$ cat src/rtl/sopc_video_cpu_oci_dct_packer.sv
// Packs 2-bit branch-trace codes into 15-slot frames and drains them on end-of-test.
// Latency: a completed or flushed frame appears on out_valid one cycle after its last code or flush.
// Backpressure: single-entry output register; a full buffer waits for it, and extra codes are dropped (sticky overflow).
module sopc_video_cpu_oci_dct_packer #(
    parameter int CODE_W = 2,
    parameter int SLOTS  = 15
) (
    input  logic                       clk,
    input  logic                       reset_n,
    input  logic                       code_valid,
    input  logic [CODE_W-1:0]          code,
    input  logic                       flush,
    input  logic                       test_end_req,
    input  logic                       out_ready,
    output logic                       out_valid,
    output logic [CODE_W*SLOTS-1:0]    out_data,
    output logic [$clog2(SLOTS+1)-1:0] out_count,
    output logic [CODE_W*SLOTS-1:0]    dct_buffer,
    output logic [$clog2(SLOTS+1)-1:0] dct_count,
    output logic                       overflow,
    output logic                       test_ending,
    output logic                       test_has_ended
);

    localparam int BW = CODE_W * SLOTS;
    localparam int CW = $clog2(SLOTS + 1);
    localparam logic [CW-1:0] FULL_CNT = CW'(SLOTS);

    typedef enum logic [1:0] {
        ST_RUN   = 2'd0,
        ST_DRAIN = 2'd1,
        ST_ENDED = 2'd2
    } state_t;

    state_t state;
    logic   pend_flush;

    logic          out_free;
    logic          run;
    logic          accept;
    logic          drop;
    logic [BW-1:0] next_buf;
    logic [CW-1:0] next_cnt;
    logic          want_flush;
    logic          emit;
    logic          next_pend;

    // Append the incoming code first, then decide whether the result leaves as a frame this edge
    always_comb begin
        out_free   = !out_valid || out_ready;
        run        = (state == ST_RUN);
        accept     = run && code_valid && (dct_count != FULL_CNT);
        drop       = run && code_valid && (dct_count == FULL_CNT);
        next_buf   = dct_buffer;
        next_cnt   = dct_count;
        if (accept) begin
            next_buf = {dct_buffer[BW-CODE_W-1:0], code};
            next_cnt = dct_count + CW'(1);
        end
        // End-of-test carries an implicit flush so residual codes get drained
        want_flush = pend_flush || (run && (flush || test_end_req));
        emit       = out_free && ((next_cnt == FULL_CNT) ||
                                  (want_flush && (next_cnt != '0)));
        // A flush of an empty buffer evaporates; otherwise it waits for the output
        next_pend  = !emit && want_flush && (next_cnt != '0);
    end

    // Packing buffer, output register, sticky flags and the run/drain/ended sequence
    always_ff @(posedge clk) begin
        if (!reset_n) begin
            state          <= ST_RUN;
            pend_flush     <= 1'b0;
            out_valid      <= 1'b0;
            out_data       <= '0;
            out_count      <= '0;
            dct_buffer     <= '0;
            dct_count      <= '0;
            overflow       <= 1'b0;
            test_ending    <= 1'b0;
            test_has_ended <= 1'b0;
        end else begin
            pend_flush <= next_pend;
            if (drop) begin
                overflow <= 1'b1;
            end
            if (emit) begin
                out_valid  <= 1'b1;
                out_data   <= next_buf;
                out_count  <= next_cnt;
                dct_buffer <= '0;
                dct_count  <= '0;
            end else begin
                if (out_ready) begin
                    out_valid <= 1'b0;
                end
                dct_buffer <= next_buf;
                dct_count  <= next_cnt;
            end
            case (state)
                ST_RUN: begin
                    if (test_end_req) begin
                        state       <= ST_DRAIN;
                        test_ending <= 1'b1;
                    end
                end
                ST_DRAIN: begin
                    if ((dct_count == '0) && !out_valid && !pend_flush) begin
                        state          <= ST_ENDED;
                        test_has_ended <= 1'b1;
                    end
                end
                default: begin
                    state <= ST_ENDED;
                end
            endcase
        end
    end

endmodule

$ cat config.mk
export PLATFORM = sky130hd
export DESIGN_NAME = sopc_video_cpu_oci_dct_packer
export DESIGN_NICKNAME = d
export VERILOG_FILES = /design/src/rtl/sopc_video_cpu_oci_dct_packer.sv
export SDC_FILE = /design/constraint.sdc
export NUM_CORES = 1
export LEC_CHECK = 0
export ABC_AREA = 1
export CORE_MARGIN = 5
export CORE_UTILIZATION = 35
export CTS_BUF_LIST = sky130_fd_sc_hd__clkbuf_8 sky130_fd_sc_hd__clkbuf_16
export DETAILED_ROUTE_END_ITERATION = 7
export PLACE_DENSITY = 0.71
export REMOVE_ABC_BUFFERS = 1
export SLEW_MARGIN = 20
export SYNTH_ARGS = -nofsm -noshare
export SYNTH_HDL_FRONTEND = slang
export SYNTH_SLANG_ARGS = --single-unit
$ cat constraint.sdc
create_clock -name clk -period 3.18 [get_ports clk]
set_clock_uncertainty 0.1 [all_clocks]
set_input_delay 0.477 -clock clk [delete_from_list [all_inputs] [get_ports clk]]
set_output_delay 0.477 -clock clk [all_outputs]
set_load 0.01 [all_outputs]
==> summary.md, run 1 <==
| Metric | Value |
|---|---|
| Outcome | finished clean |
| CTS H-tree depth | 3 |
| Max clock buf depth | 2 |
| GR Overflow Total | 0 |
| Final Hold Fails | 0 |
| Routed WL | approximately 7700 um |
| Placer Congestion | about 0.79 |
| Worst EP arrival | 2.50 ns |
| Die H | approximately 110 um |
| Seq pwr share | ~40% |
| Final core utilization | 48.3% |
| Mapped Area | 3200 sq um |
| Distinct cells, synth | 28 |
| Routed vias | 2806 |
| Slew headroom | a little over two thirds |
| Detail Route Antenna Nets | 0 |
| Top_reg_cell synth | dfxtp_1 |
| Drt pass-1 iters | 4 |
| Sequential area share after synthesis | 46.9% |
| First-pass GRT wire length | 12800 um |
| Final setup viols | 0 |
| Area growth, synth to finish | 32.9% |
| Width of the die | 106 um |
| Clock sink total | 75 |
| Largest net degree at the start of global routing | 67 |
| Number of synthesized flops with an enable pin | 0 |
| Initial DRC count | 101 |
| RSZ-0062 raised after global routing | no |
| Clock transition at the registers of the reported paths | 0.08 ns |
| Commonest non-fill, non-tap cells in the layout | clkdlybuf4s50_1 (79), dfxtp_1 (75), nand2_1 (73) |
| Maximum clock rate | 0.422 GHz |
| Sw power | 917 uW |
| Hold crit path type | register to register |
| Max_cap viols | 0 |
| Vias per inst | 4.76 |
| Critical Path End Type | register |
| Worst-Margin Slew | 0.448 ns |
| Worst VDD drop | roughly 0.34 mV |
| Max Transition Viols Final | 0 |
| Part of the power in the clock network | 29.6% |
| Internal power | 2.06 mW |
| Initial antenna violation count | 0 |
| Share of cells above drive strength 1 | 13.1% |
| Async S/R FF share, synth | 0% |
| Clock Latency Late Sink | between 0.3 and 0.4 ns |
| Clock period minus worst slack | approximately 2.4 ns |
| Worst endpoint required time | between 3 and 4 ns |
| TritonCTS clock tree | yes |
| Core area | 8810 sq um |
| Num CTS Buffers | 9 |
| Fin crit share | 74.5% |
| Clock root buffer | clkbuf_8 |
| Synth Instances | 406 |
| Ant diodes | 0 |
| Syn Area/Cell | 7.88 sq um |
| Max FO, Critical Path | between 60 and 70 |
| TNS Setup | 0 ns |
| # DRC | 0 |
| Initial core utilization | 36.3% |
| Switching fraction of total power | a little under a third |
| Site Rows | 34 |
| Synth Register Bits | 75 |
| Post-CTS Setup Bufs | 0 |
| DIE AREA | 11100 sq um |
| Vias in the first global route | 2672 |
| Yosys warns | 0 |
| Post-DP HPWL | 5150 um |
| PD cells | 700 nW/um^2 |
| GRT Total Usage | between 10% and 20% |
| Commonest non-fill, non-tap cell in the layout | clkdlybuf4s50_1 |
| Pleak | 1.76 nW |
| Nets@finish | 486 |
| Buffers on Ports | 79 |
| Critical path startpoint category | register |
| Setup Crit Path Kind | register to register |
| Ports | 80 |
| Routed wire length per instance | 13.1 um |
| Fillers | 876 |
| Hold_buf cts | 0 |
| Comb power frac | 30.7% |
| Resize count post-CTS | 0 |
## layout make-up
type	count	area, sq um	share of cell area [%]
timing repair buffer	87	876	20.6
inverter	27	101	2.38
sequential	75	1500	35.3
multi-input combinational	276	1400	32.8
clock inverter	6	104	2.44
clock buffer	10	138	3.24
tap	108	135	3.18
## power groups by stage
stage	sequential [mW]	combinational, mW	clock [mW]
after global placement	1.20	0.909	0
after global routing	1.20	1.02	0.942
final	1.18	0.915	0.882
after floorplan	1.25	0.434	0
after CTS	1.18	0.929	0.904
after detailed placement	1.20	0.924	0
## routing by layer
layer	vias up	GRT usage [%]	wire [um]
met5	-	0	0
met4	0	3.98	112
met3	10	4.77	376
met2	76	24.4	3800
met1	1277	16.4	3440
li1	1443	-	-
## metrics by stage
| stage | hold WS (ns) | instance area (sq um) | setup WS (ns) | power, mW | std cells |
|---|---|---|---|---|---|
| final | 0.360 | 4250 | 0.811 | 2.98 | 589 |
| after global routing | 0.390 | 4250 | 0.648 | 3.16 | 589 |
| after CTS | 0.359 | 4250 | 0.851 | 3.02 | 589 |
| after detailed placement | 0.338 | 4010 | 0.546 | 2.13 | 573 |
| after global placement | 0.343 | 4010 | 0.591 | 2.11 | 573 |
| after floorplan | 0.369 | 3000 | 0.129 | 1.69 | 378 |
## cells by family after synthesis
logic type | count (synthesis) | synth area share (%)
AND/OR/NAND/NOR | 203 | 29.7
flip-flops | 75 | 46.9
AO/OA/AOI/OAI | 66 | 11.6
buffers and inverters | 55 | 9.47
multiplexers | 4 | 1.25
adder cells (fa/ha/maj) | 2 | 0.782
XOR/XNOR | 1 | 0.274
## sequential cells by signal (all words and copies together), names as in the netlist
name / cells
dct_buffer: 30
out_data: 30
dct_count: 4
out_count: 4
state: 2
out_valid: 1
overflow: 1
pend_flush: 1
test_ending: 1
test_has_ended: 1
## final timing paths
check                            from                  endpoint  slack (ns)  cells past startpoint
max reg2reg   dct_count[0]$_SDFF_PP0_  out_data[7]$_SDFFE_PN0P_        0.81                     12
min          test_ending$_SDFFE_PN0P_  test_ending$_SDFFE_PN0P_        0.36                      2
max           dct_count[0]$_SDFF_PP0_  out_data[7]$_SDFFE_PN0P_        0.81                     12
min reg2reg  test_ending$_SDFFE_PN0P_  test_ending$_SDFFE_PN0P_        0.36                      2
## cell usage after synthesis (all sizes together), types with 4 or more instances
library cell,n,share of area (%)
nand2,85,11
dfxtp,75,47
nor2,75,9.6
a21oi,37,7.0
nand3,36,7.4
inv,27,3.2
o21ai,27,4.2
buf,18,5.1
clkbuf,10,1.2
mux2i,4,1.3
nand4,4,0.78
## critical path, cell delays in order, from the launching register on
cell and delay (ns):
dfxtp_1 0.38, ha_1 0.28, nand2_2 0.10, nor2_4 0.04
nor2_2 0.26, nand2_1 0.10, nand2_1 0.13, nand4_1 0.17
nand2_4 0.13, buf_12 0.27, nand3_1 0.12, nand2_1 0.08
nor2_1 0.03
(Power assumes the default switching activity.)
==> run 2: changes to the inputs <==
--- a/config.mk
+++ b/config.mk
@@ -10,7 +10,7 @@
 export CORE_UTILIZATION = 35
 export CTS_BUF_LIST = sky130_fd_sc_hd__clkbuf_8 sky130_fd_sc_hd__clkbuf_16
 export DETAILED_ROUTE_END_ITERATION = 7
-export PLACE_DENSITY = 0.71
+export PLACE_DENSITY = 0.73
 export REMOVE_ABC_BUFFERS = 1
 export SLEW_MARGIN = 20
 export SYNTH_ARGS = -nofsm -noshare
==> constraint.sdc (replaced) <==
create_clock -name clk -period 2 [get_ports clk]
set_clock_uncertainty 0.1 [all_clocks]
set_input_delay 0.3 -clock clk [delete_from_list [all_inputs] [get_ports clk]]
set_output_delay 0.3 -clock clk [all_outputs]
set_load 0.01 [all_outputs]
==> run 2 against run 1 <==
Against the previous run: the flow now finishes with violations (negative setup slack); setup slack worse by 0.86 ns; routed wire length grew 13%; core utilization rose by 6.7 points; die area is the same; non-clock buffer count grew 40; sequential power increased by 60%; sequential share of layout area is 4.2 points lower; critical endpoint is now out_data[18]$_SDFFE_PN0P_; worst hold slack worse by 0.00083 ns; highest routed layer unchanged; register-to-register slack worse by 0.86 ns.
==> summary.md, run 2 (synthesis gave the netlist of run 1 again) <==
| Metric | Value |
|---|---|
| Outcome | complete, but fails checks |
| Failing checks | negative setup slack |
| GR Overflow Total | 0 |
| Final setup viols | 7 |
| Commonest non-fill, non-tap cells in the layout | clkdlybuf4s50_1 (78), dfxtp_1 (71), nand2_1 (68), nor2_1 (68) |
| Vias in the first global route | between 2000 and 3000 |
| Fillers | slightly below 800 |
| Routed wire length per instance | 13.9 um |
| RSZ-0062 raised after global routing | yes |
| Initial core utilization | 36.3% |
| Buffers on Ports | 79 |
| First-pass GRT wire length | 14200 um |
| Routed WL | around 8700 um |
| Routed vias | between 2000 and 3000 |
| Final core utilization | 55.0% |
| Core area | 8810 sq um |
| Initial DRC count | 114 |
| Hold crit path type | register to register |
| Setup Crit Path Kind | register to register |
| Clock sink total | 75 |
| Ant diodes | 0 |
| Initial antenna violation count | 0 |
| Pleak | 2.03 nW |
| Worst endpoint required time | 2.12 ns |
| TritonCTS clock tree | yes |
| Max clock buf depth | 2 |
| Hold_buf cts | 0 |
| Maximum clock rate | 0.489 GHz |
| Final Hold Fails | 0 |
| Vias per inst | about 4.8 |
| Nets@finish | 526 |
| Clock period minus worst slack | 2.04 ns |
| DIE AREA | 11100 sq um |
| # DRC | 0 |
| Worst setup margin | -0.0441 ns |
| Clock root buffer | clkbuf_8 |
| Drt pass-1 iters | 5 |
| Site Rows | 34 |
| Placer Congestion | 0.877 |
| TNS Setup | -0.0832 ns |
| Clock Latency Late Sink | 0.33 ns |
| Fin crit share | 102% |
| Max FO, Critical Path | 10 |
| Largest net degree at the start of global routing | 26 |
| Num CTS Buffers | 9 |
| GRT Total Usage | 15.7% |
| Worst hold slack | roughly 0.36 ns |
| Clock transition at the registers of the reported paths | 0.07 ns |
| CTS H-tree depth | 3 |
| Worst VDD drop | 0.569 mV |
| Slew headroom | about three fifths |
| PD cells | around 990 nW/um^2 |
| Commonest non-fill, non-tap cell in the layout | clkdlybuf4s50_1 |
| Die H | between 100 and 150 um |
| Share of cells above drive strength 1 | about a quarter |
| Worst EP arrival | 2.16 ns |
| Critical path startpoint category | register |
| Worst-Margin Slew | between 0.5 and 0.6 ns |
| Width of the die | 106 um |
| Max_cap viols | 0 |
| Post-DP HPWL | between 5000 and 6000 um |
| Detail Route Antenna Nets | 0 |
| Critical Path End Type | register |
| Ports | 80 |
| Area growth, synth to finish | 51.4% |
| Max Transition Viols Final | 0 |
| Top Registers | dct_buffer: 30 flops, out_data: 30 flops |
-- run 2: what timing repair did --
action                                  in CTS  in global routing
hold endpoints to repair                     0                  0
setup buffers                                8                  4
endpoints found under the setup margin      68                 62
gates cloned                                 4                  2
pin swaps                                    7                  5
resized for setup                           43                 17
-- run 2: power by group --
part | total [mW] | leakage, nW | internal (mW) | switching, mW
registers | 1.89 | 0.617 | 1.73 | 0.160
logic | 1.95 | 1.32 | 1.03 | 0.916
clock network | 0.952 | 0.0940 | 0.427 | 0.525
-- run 2: through the flow --
step / setup slack (ns) / cell area [sq um] / total power, mW / std cells
CTS: -0.0134 / 4710 / 4.76 / 622
finish: -0.0441 / 4840 / 4.79 / 628
global route: -0.123 / 4840 / 5.10 / 628
global placement: -0.250 / 4240 / 3.49 / 595
floorplan: -1.05 / 3000 / 2.68 / 378
detailed placement: -0.325 / 4240 / 3.52 / 595
-- run 2: path summary, 6_finish.rpt --
check	to	startpoint	cells past startpoint	slack [ns]
max	out_data[18]$_SDFFE_PN0P_	dct_count[1]$_SDFF_PP0_	13	-0.04
min	test_ending$_SDFFE_PN0P_	test_ending$_SDFFE_PN0P_	2	0.36
max reg2reg	out_data[18]$_SDFFE_PN0P_	dct_count[1]$_SDFF_PP0_	13	-0.04
min reg2reg	test_ending$_SDFFE_PN0P_	test_ending$_SDFFE_PN0P_	2	0.36
-- run 2: per-layer routing --
metal	track usage (%)	routed length, um	part of all wire [%]
met2	26.2	4260	49
met1	19.8	3930	45
met3	4.34	448	5.1
met4	4.53	85	0.97
met5	0	0	0
-- run 2: area by class of cell --
class                   count  area [sq um]  share of cell area (%)
flip-flops and latches     75          1510                    31.2
multi-input cells         276          1570                    32.5
well taps                 108           135                    2.79
clock buffers               9           124                    2.56
inverters                  27           101                    2.09
clock inverters             6          28.8                   0.594
repair buffers            127          1370                    28.3
-- run 2: worst max-delay path: stages (launching register included) --
cell and delay, ns:
dfxtp_4 0.37, buf_6 0.10, inv_1 0.04, ha_1 0.26
nand4_1 0.11, nand2_2 0.08, nor2_2 0.11, nand2_2 0.08
nand2_4 0.07, nand2_4 0.09, buf_6 0.15, clkbuf_16 0.16
a21oi_2 0.14, nor2_1 0.07
